<file path="config.mk">
export PLATFORM = sky130hd
export DESIGN_NAME = adc_muestreo_ctrl
export DESIGN_NICKNAME = d
export VERILOG_FILES = /design/src/rtl/adc_muestreo_ctrl.sv
export SDC_FILE = /design/constraint.sdc
export NUM_CORES = 1
export LEC_CHECK = 0
export ABC_AREA = 1
export CAP_MARGIN = 20
export CORE_MARGIN = 2
export CORE_UTILIZATION = 49
export DETAILED_ROUTE_END_ITERATION = 8
export GPL_TIMING_DRIVEN = 0
export PLACE_DENSITY = 0.76
export SYNTH_ARGS = -nofsm -noshare
export SYNTH_HDL_FRONTEND = slang
export SYNTH_SLANG_ARGS = --single-unit
</file>
<file path="constraint.sdc">
create_clock -name clk -period 2.2 [get_ports clk]
set_input_delay 0.44 -clock clk [delete_from_list [all_inputs] [get_ports clk]]
set_output_delay 0.44 -clock clk [all_outputs]
set_load 0.03 [all_outputs]
</file>
<file path="src/rtl/adc_muestreo_ctrl.sv">
// adc_muestreo_ctrl: paced serial ADC capture (CS/sclk generation, 16-bit shift-in)
// with a 12-bit valid/ack result and sticky overrun.
module adc_muestreo_ctrl #(
    parameter int DIV_SCLK = 2,
    parameter int PERIOD   = 2083
) (
    input  logic        clk,
    input  logic        reset,
    input  logic        enable,
    input  logic        sdata,
    output logic        cs,
    output logic        sclk,
    output logic [11:0] sample,
    output logic        sample_valid,
    input  logic        sample_ack,
    output logic        overrun,
    output logic        busy
);
    localparam int CW = $clog2(PERIOD);
    localparam int HW = $clog2(2 * DIV_SCLK);
    typedef enum logic [1:0] {IDLE, SHIFT, DONE, QUIET} state_t;
    state_t        state, state_n;
    logic [CW-1:0] cnt;
    logic [HW-1:0] hc, hc_n;
    logic [4:0]    bits, bits_n;
    logic [15:0]   frame, frame_n;
    logic          sclk_n, tick, load;
    assign tick = cnt == CW'(PERIOD - 1);
    assign load = state == SHIFT && bits == 5'd16;
    always_comb begin
        state_n = state;
        hc_n    = hc;
        bits_n  = bits;
        frame_n = frame;
        sclk_n  = sclk;
        case (state)
            IDLE: if (tick) begin
                state_n = SHIFT;
                hc_n    = '0;
                bits_n  = '0;
            end
            // one extra SHIFT cycle after the 16th rise keeps cs low 32*DIV_SCLK+1 cycles
            SHIFT: if (bits == 5'd16) begin
                state_n = DONE;
            end else if (hc == HW'(DIV_SCLK - 1)) begin
                hc_n   = '0;
                sclk_n = ~sclk;
                if (!sclk) begin
                    frame_n = {frame[14:0], sdata};
                    bits_n  = bits + 5'd1;
                end
            end else begin
                hc_n = hc + HW'(1);
            end
            DONE: begin
                state_n = QUIET;
                hc_n    = '0;
            end
            QUIET: begin
                state_n = hc == HW'(2 * DIV_SCLK - 1) ? IDLE : QUIET;
                hc_n    = hc + HW'(1);
            end
            default: state_n = IDLE;
        endcase
    end
    always_ff @(posedge clk) begin
        if (reset) begin
            state        <= IDLE;
            cnt          <= '0;
            hc           <= '0;
            bits         <= '0;
            frame        <= '0;
            cs           <= 1'b1;
            sclk         <= 1'b1;
            sample       <= '0;
            sample_valid <= 1'b0;
            overrun      <= 1'b0;
            busy         <= 1'b0;
        end else begin
            state        <= state_n;
            cnt          <= (!enable || tick) ? '0 : cnt + CW'(1);
            hc           <= hc_n;
            bits         <= bits_n;
            frame        <= frame_n;
            cs           <= state_n != SHIFT;
            sclk         <= sclk_n;
            busy         <= state_n != IDLE;
            sample       <= load ? frame[11:0] : sample;
            sample_valid <= load | (sample_valid & ~sample_ack);
            overrun      <= overrun | (load & sample_valid & ~sample_ack);
        end
    end
endmodule

</file>
* Yosys cells after proc, flatten, opt, wreduce, memory -nomap -nowiden
Cells that the tools add are included.
Widths: inputs -> output; s select.
** Storage, ports and cells
- Bits in registers :: 50
- Latch bits :: 0
- Bits in writable memories :: 0
- Memory bits (read-only) :: 0
- Input bits :: 5
- Word-level logic and storage cells :: 58
- Memories kept :: 0
** Cells by class
- $add $sub $neg :: 3
- $mul :: 0
- Div/mod/pow operators :: 0
- Magnitude comparators :: 0
- Eq/ne operators :: 12
- Shift-type cells :: 0
- Muxes and demuxes :: 13
- Bitwise gates (word level) :: 8
- Reductions and logical operators :: 11
** Operators by type and width (count)
- $mux 5 :: 4
- $pmux 2 s4 :: 2
- $add 12x1->12 const B :: 1
- $eq 12x12->1 const B :: 1
- $mux 2 :: 6
- $pmux 5 s2 :: 1
- $eq 2x2->1 const B :: 3
- $ne 2x2->1 const B :: 3
- $add 5x1->5 const B :: 1
- $eq 5x5->1 const B :: 1
- $reduce_and 5->1 :: 1
- $eq 2x1->1 const B :: 2
- $ne 2x1->1 const B :: 2
- $reduce_and 4->1 :: 1
- $reduce_bool 2->1 :: 2
- $and 1x1->1 :: 3
- $not 1->1 :: 3
- $reduce_and 3->1 :: 1
- $add 2x1->2 const B :: 1
- $logic_not 2->1 :: 1
- $or 1x1->1 :: 2
- $reduce_and 2->1 :: 1
- $reduce_or 2->1 :: 1
- $logic_and 1x1->1 :: 1
- other kinds (2) :: 2

* Logic depth before layout (Yosys ltp)
- Depth after elaboration :: 5
- Gate-level depth with buffers :: 10
- Mapped depth without buffers :: 10

* Worst setup path before layout
No wires, ideal clock.
- Path kind :: flip-flop to flip-flop
- Start point :: register bits[0]
- End point :: register frame[10]
- Setup time :: 0.119 ns
- Arrival time :: 1.276 ns
- Data required time :: 2.081 ns
- Slack :: 0.804 ns
- Stages on the path, launching flop included :: 10
- Buffers on the path :: 1
- Period minus slack after synthesis :: 1.396 ns
- Path through :: dfxtp_1 inv_1 ha_1 nand2_1 inv_1 nand2_1 nand4_4 buf_4 o21ai_0 a21oi_1
** On the way
- Longest elaborated chain between the ends :: 3
** RTL lines
- start: declaration :: line 25 : logic [4:0] bits, bits_n;
- start signal: assignment :: line 83 : bits <= bits_n;
- $eq 5x5->1 :: line 43 : SHIFT: if (bits == 5'd16) begin
- $not 1->1 (no source line)
- $reduce_and 4->1 (no source line)
- end signal: assignment :: line 84 : frame <= frame_n;
- end: declaration :: line 26 : logic [15:0] frame, frame_n;
No other way between the ends.
A chain may end at the register's enable or synchronous reset.

* Worst setup path after layout
- Start point :: register sclk
- End point :: output sclk
** RTL lines
- start: declaration :: line 12 : output logic sclk,
- start signal: assignment :: line 86 : sclk <= sclk_n;
No word-level cell between the ends.

==> impl_metrics.csv <==
group,metric,value,unit
place,globalplace.congestion,0.7903,
global_route,grt_max_degree,16,
die,fp.coreArea,0.004354,mm^2
setup_path,path_cells,"clkdlybuf4s50_1",
route,drc,0,
setup_path,cpLargestDelayFamily,"buffers and inverters",
sta,setup_viol,0,
synthesis,async_flop_share,0,%
setup_path,worst_ep_required_time,1760,ps
clock_tree,clock_latency,310,ps
route,wl_per_cell,11.89,um
power,ir_drop,0.4462,mV
route,wl_met2,2.034,mm
place,dpl.hpwl,3.093,mm
sta,rsz0062_at_grt,"no",
setup_path,slowest_delay,690,ps
route,vias,1844,
power,cellLeakagePower,0.9280,nW
finish,num_antenna_cells,0,
clock_tree,cts_tree,"done",
synthesis,synth_area_per_cell,8.002,um^2
route,routed_via_density,5.151,
finish,area_growth,16.09,%
power,p_total,1.472,mW
setup_path,cp_max_fo,4,
setup_path,reg2reg_slack,610,ps
sta,timing.hold.ws,463.5,ps
sta,min_period,1817,ps
finish,fin_nets,318,
min_path,hold_path_class,"register to register",
clock_tree,clockBufferDepth,2,
clock_tree,cts.sinks,50,
sta,max_slew_margin,75.76,%
setup_path,crit_type,"register to output pin",
synthesis,yosys_register_bits,50,
global_route,antenna_found_initial,0,
die,ios,22,
synthesis,synthesis.nets,290,
die,die_y,71.38,um
clock_tree,cts_buffers,5,
synthesis,syn_area,0.002225,mm^2
sta,fin_tns_setup,0,ps
setup_path,cp-start-kind,"register",
sta,fmax,550.4,MHz
global_route,grt_util_all_layers,18.31,%
synthesis,synth.largest_area_cell,"dfxtp_1",
route,dr_wl_met3,149,um
die,dieArea,0.005095,mm^2
finish,fill_cells,415,
synthesis,synth_edf_count,0,
run_status,status,"completed",
clock_tree,root_buffer,"clkbuf_8",
global_route,grt-ovfl-total,0,
flow_run,cap_viol_max_count,0,
synthesis,synth_top_area_share,44.99,%
finish,drive_above_1_share,14.05,%
clock_tree,cts-resized-gates,0,
synthesis,seq_area_frac_synth,44.99,%
synthesis,synth_area_leaders,"dfxtp_1 45%, a21oi_1 8.3%, inv_1 6.1%",
finish,multi_input_comb_area,0.001011,mm^2
clock_tree,cts_setup_buffers,0,
setup_path,cpMaxStageDelayCell,"clkdlybuf4s50_1",
finish,seq_area,0.001001,mm^2
synthesis,yosys-top-cells-count,"50 x dfxtp_1, 37 x a21oi_1, 36 x inv_1",
synthesis,synth_flop_cell,"dfxtp_1",
global_route,grt_pass1_wl,7.389,mm
global_route,grt_pass1_vias,1696,
setup_path,end_kind,"output pin",
die,rows,24,
sta,fin_crit_sh,82.59,%
synthesis,synth_warnings,0,
setup_path,cp.arrival,1380,ps
sta,worst_slew_pin_slew,363.6,ps
setup_path,critPathBufInv,1,
route,dr.pass1.iters,4,
synthesis,synth_cell_type_count,32,
synthesis,netlist_instances,278,
route,wl_met1,2.007,mm
route,routed_wirelength,4.257,mm
sta,final_max_slew_viol_count,0,
sta,skew,4.363,ps
route,highest_layer,"met4",
place,port_buffers,21,
route,antenna_left,0,
die,die_width,71.38,um
synthesis,yosysMostFrequentCell,"dfxtp_1",
power,powerDensity,570.1,mW/mm^2
die,start_util,51.09,%
clock_tree,h-tree-depth,2,
clock_tree,cts.clk_slew.worst_paths,90,ps
sta,hold_viol,0,
clock_tree,postCtsHoldBufs,0,
route,initialDrtViolationCount,89,
## state kept, by name, summed over array words and instances (netlist names)
| signal | flops |
|---|---|
| cs | 1 |
| hc | 2 |
| busy | 1 |
| state | 2 |
| frame | 12 |
| sample | 12 |
| overrun | 1 |
| cnt | 12 |
| bits | 5 |
| sample_valid | 1 |
| sclk | 1 |
## layout make-up
type                            instances  area share, %
Timing Repair Buffer                   21          8.140
Buffer                                  9          2.180
Clock inverter                          2         0.5329
Multi-Input combinational cell        178          39.15
Inverter                               41          6.056
Tap cell                               52          2.519
Sequential cell                        50          38.76
Clock buffer                            5          2.665
## final timing paths
check,startpoint,end,cells past startpoint
worst max-delay path,sclk,sclk,1
worst min-delay path,frame[11],sample[11],2
worst max register to register,bits[0],frame[7],9
worst min register to register,frame[11],sample[11],2
## cells by family (layout without fill, tap and decap cells)
kind of cell | count (synthesis) | in the layout | share of synthesized area (%)
simple gates | 92 | 92 | 21.88
compound gates | 78 | 78 | 19.24
flops | 50 | 50 | 44.99
buf+inv | 50 | 78 | 9.561
fa+ha+maj | 7 | 7 | 3.937
xor+xnor | 1 | 1 | 0.3938
## per-layer routing
layer | global-route usage, % | vias to the layer above
met3 | 5.485 | 7
li1 | - | 962
met2 | 30.66 | 25
met1 | 22.73 | 850
met5 | 0 | -
met4 | 5.660 | 0
## metrics by stage
step	cell area, um^2	instances	util [%]	setup slack (ps)
after detailed placement	2500	351	57.41	301.5
after floorplan	2225	278	-	804.3
after global placement	2500	351	57.41	288.9
after global routing	2582	358	59.31	327.1
after CTS	2582	358	59.31	367.7
final	2582	358	59.31	383.0
## cells in the final DEF, fill, tap and decap left out, types with 2 or more instances in the layout
cell type,n
a21oi_1,37
a21oi_2,8
buf_2,3
buf_4,3
clkbuf_1,2
clkbuf_8,5
clkdlybuf4s50_1,21
dfxtp_1,50
ha_1,7
inv_1,36
inv_2,4
nand2_1,33
nand2_2,4
nand3_1,18
nand3_2,2
nand4_1,2
nor2_1,18
nor2_2,3
nor2_8,2
nor3_1,4
o21ai_0,23
o21ai_1,7
## report_power, final
group | internal [mW] | leakage (nW) | switching [mW] | total, mW
Combinational | 0.0143 | 0.481 | 0.0214 | 0.0357
Sequential | 0.906 | 0.403 | 0.00201 | 0.908
Clock | 0.220 | 0.0444 | 0.309 | 0.529
## worst min-delay path, stage by stage, from the launching register on
cell and delay, ps:
dfxtp_1 300, inv_1 70, a21oi_2 50
Note: power is estimated with default switching activity, not from simulation.
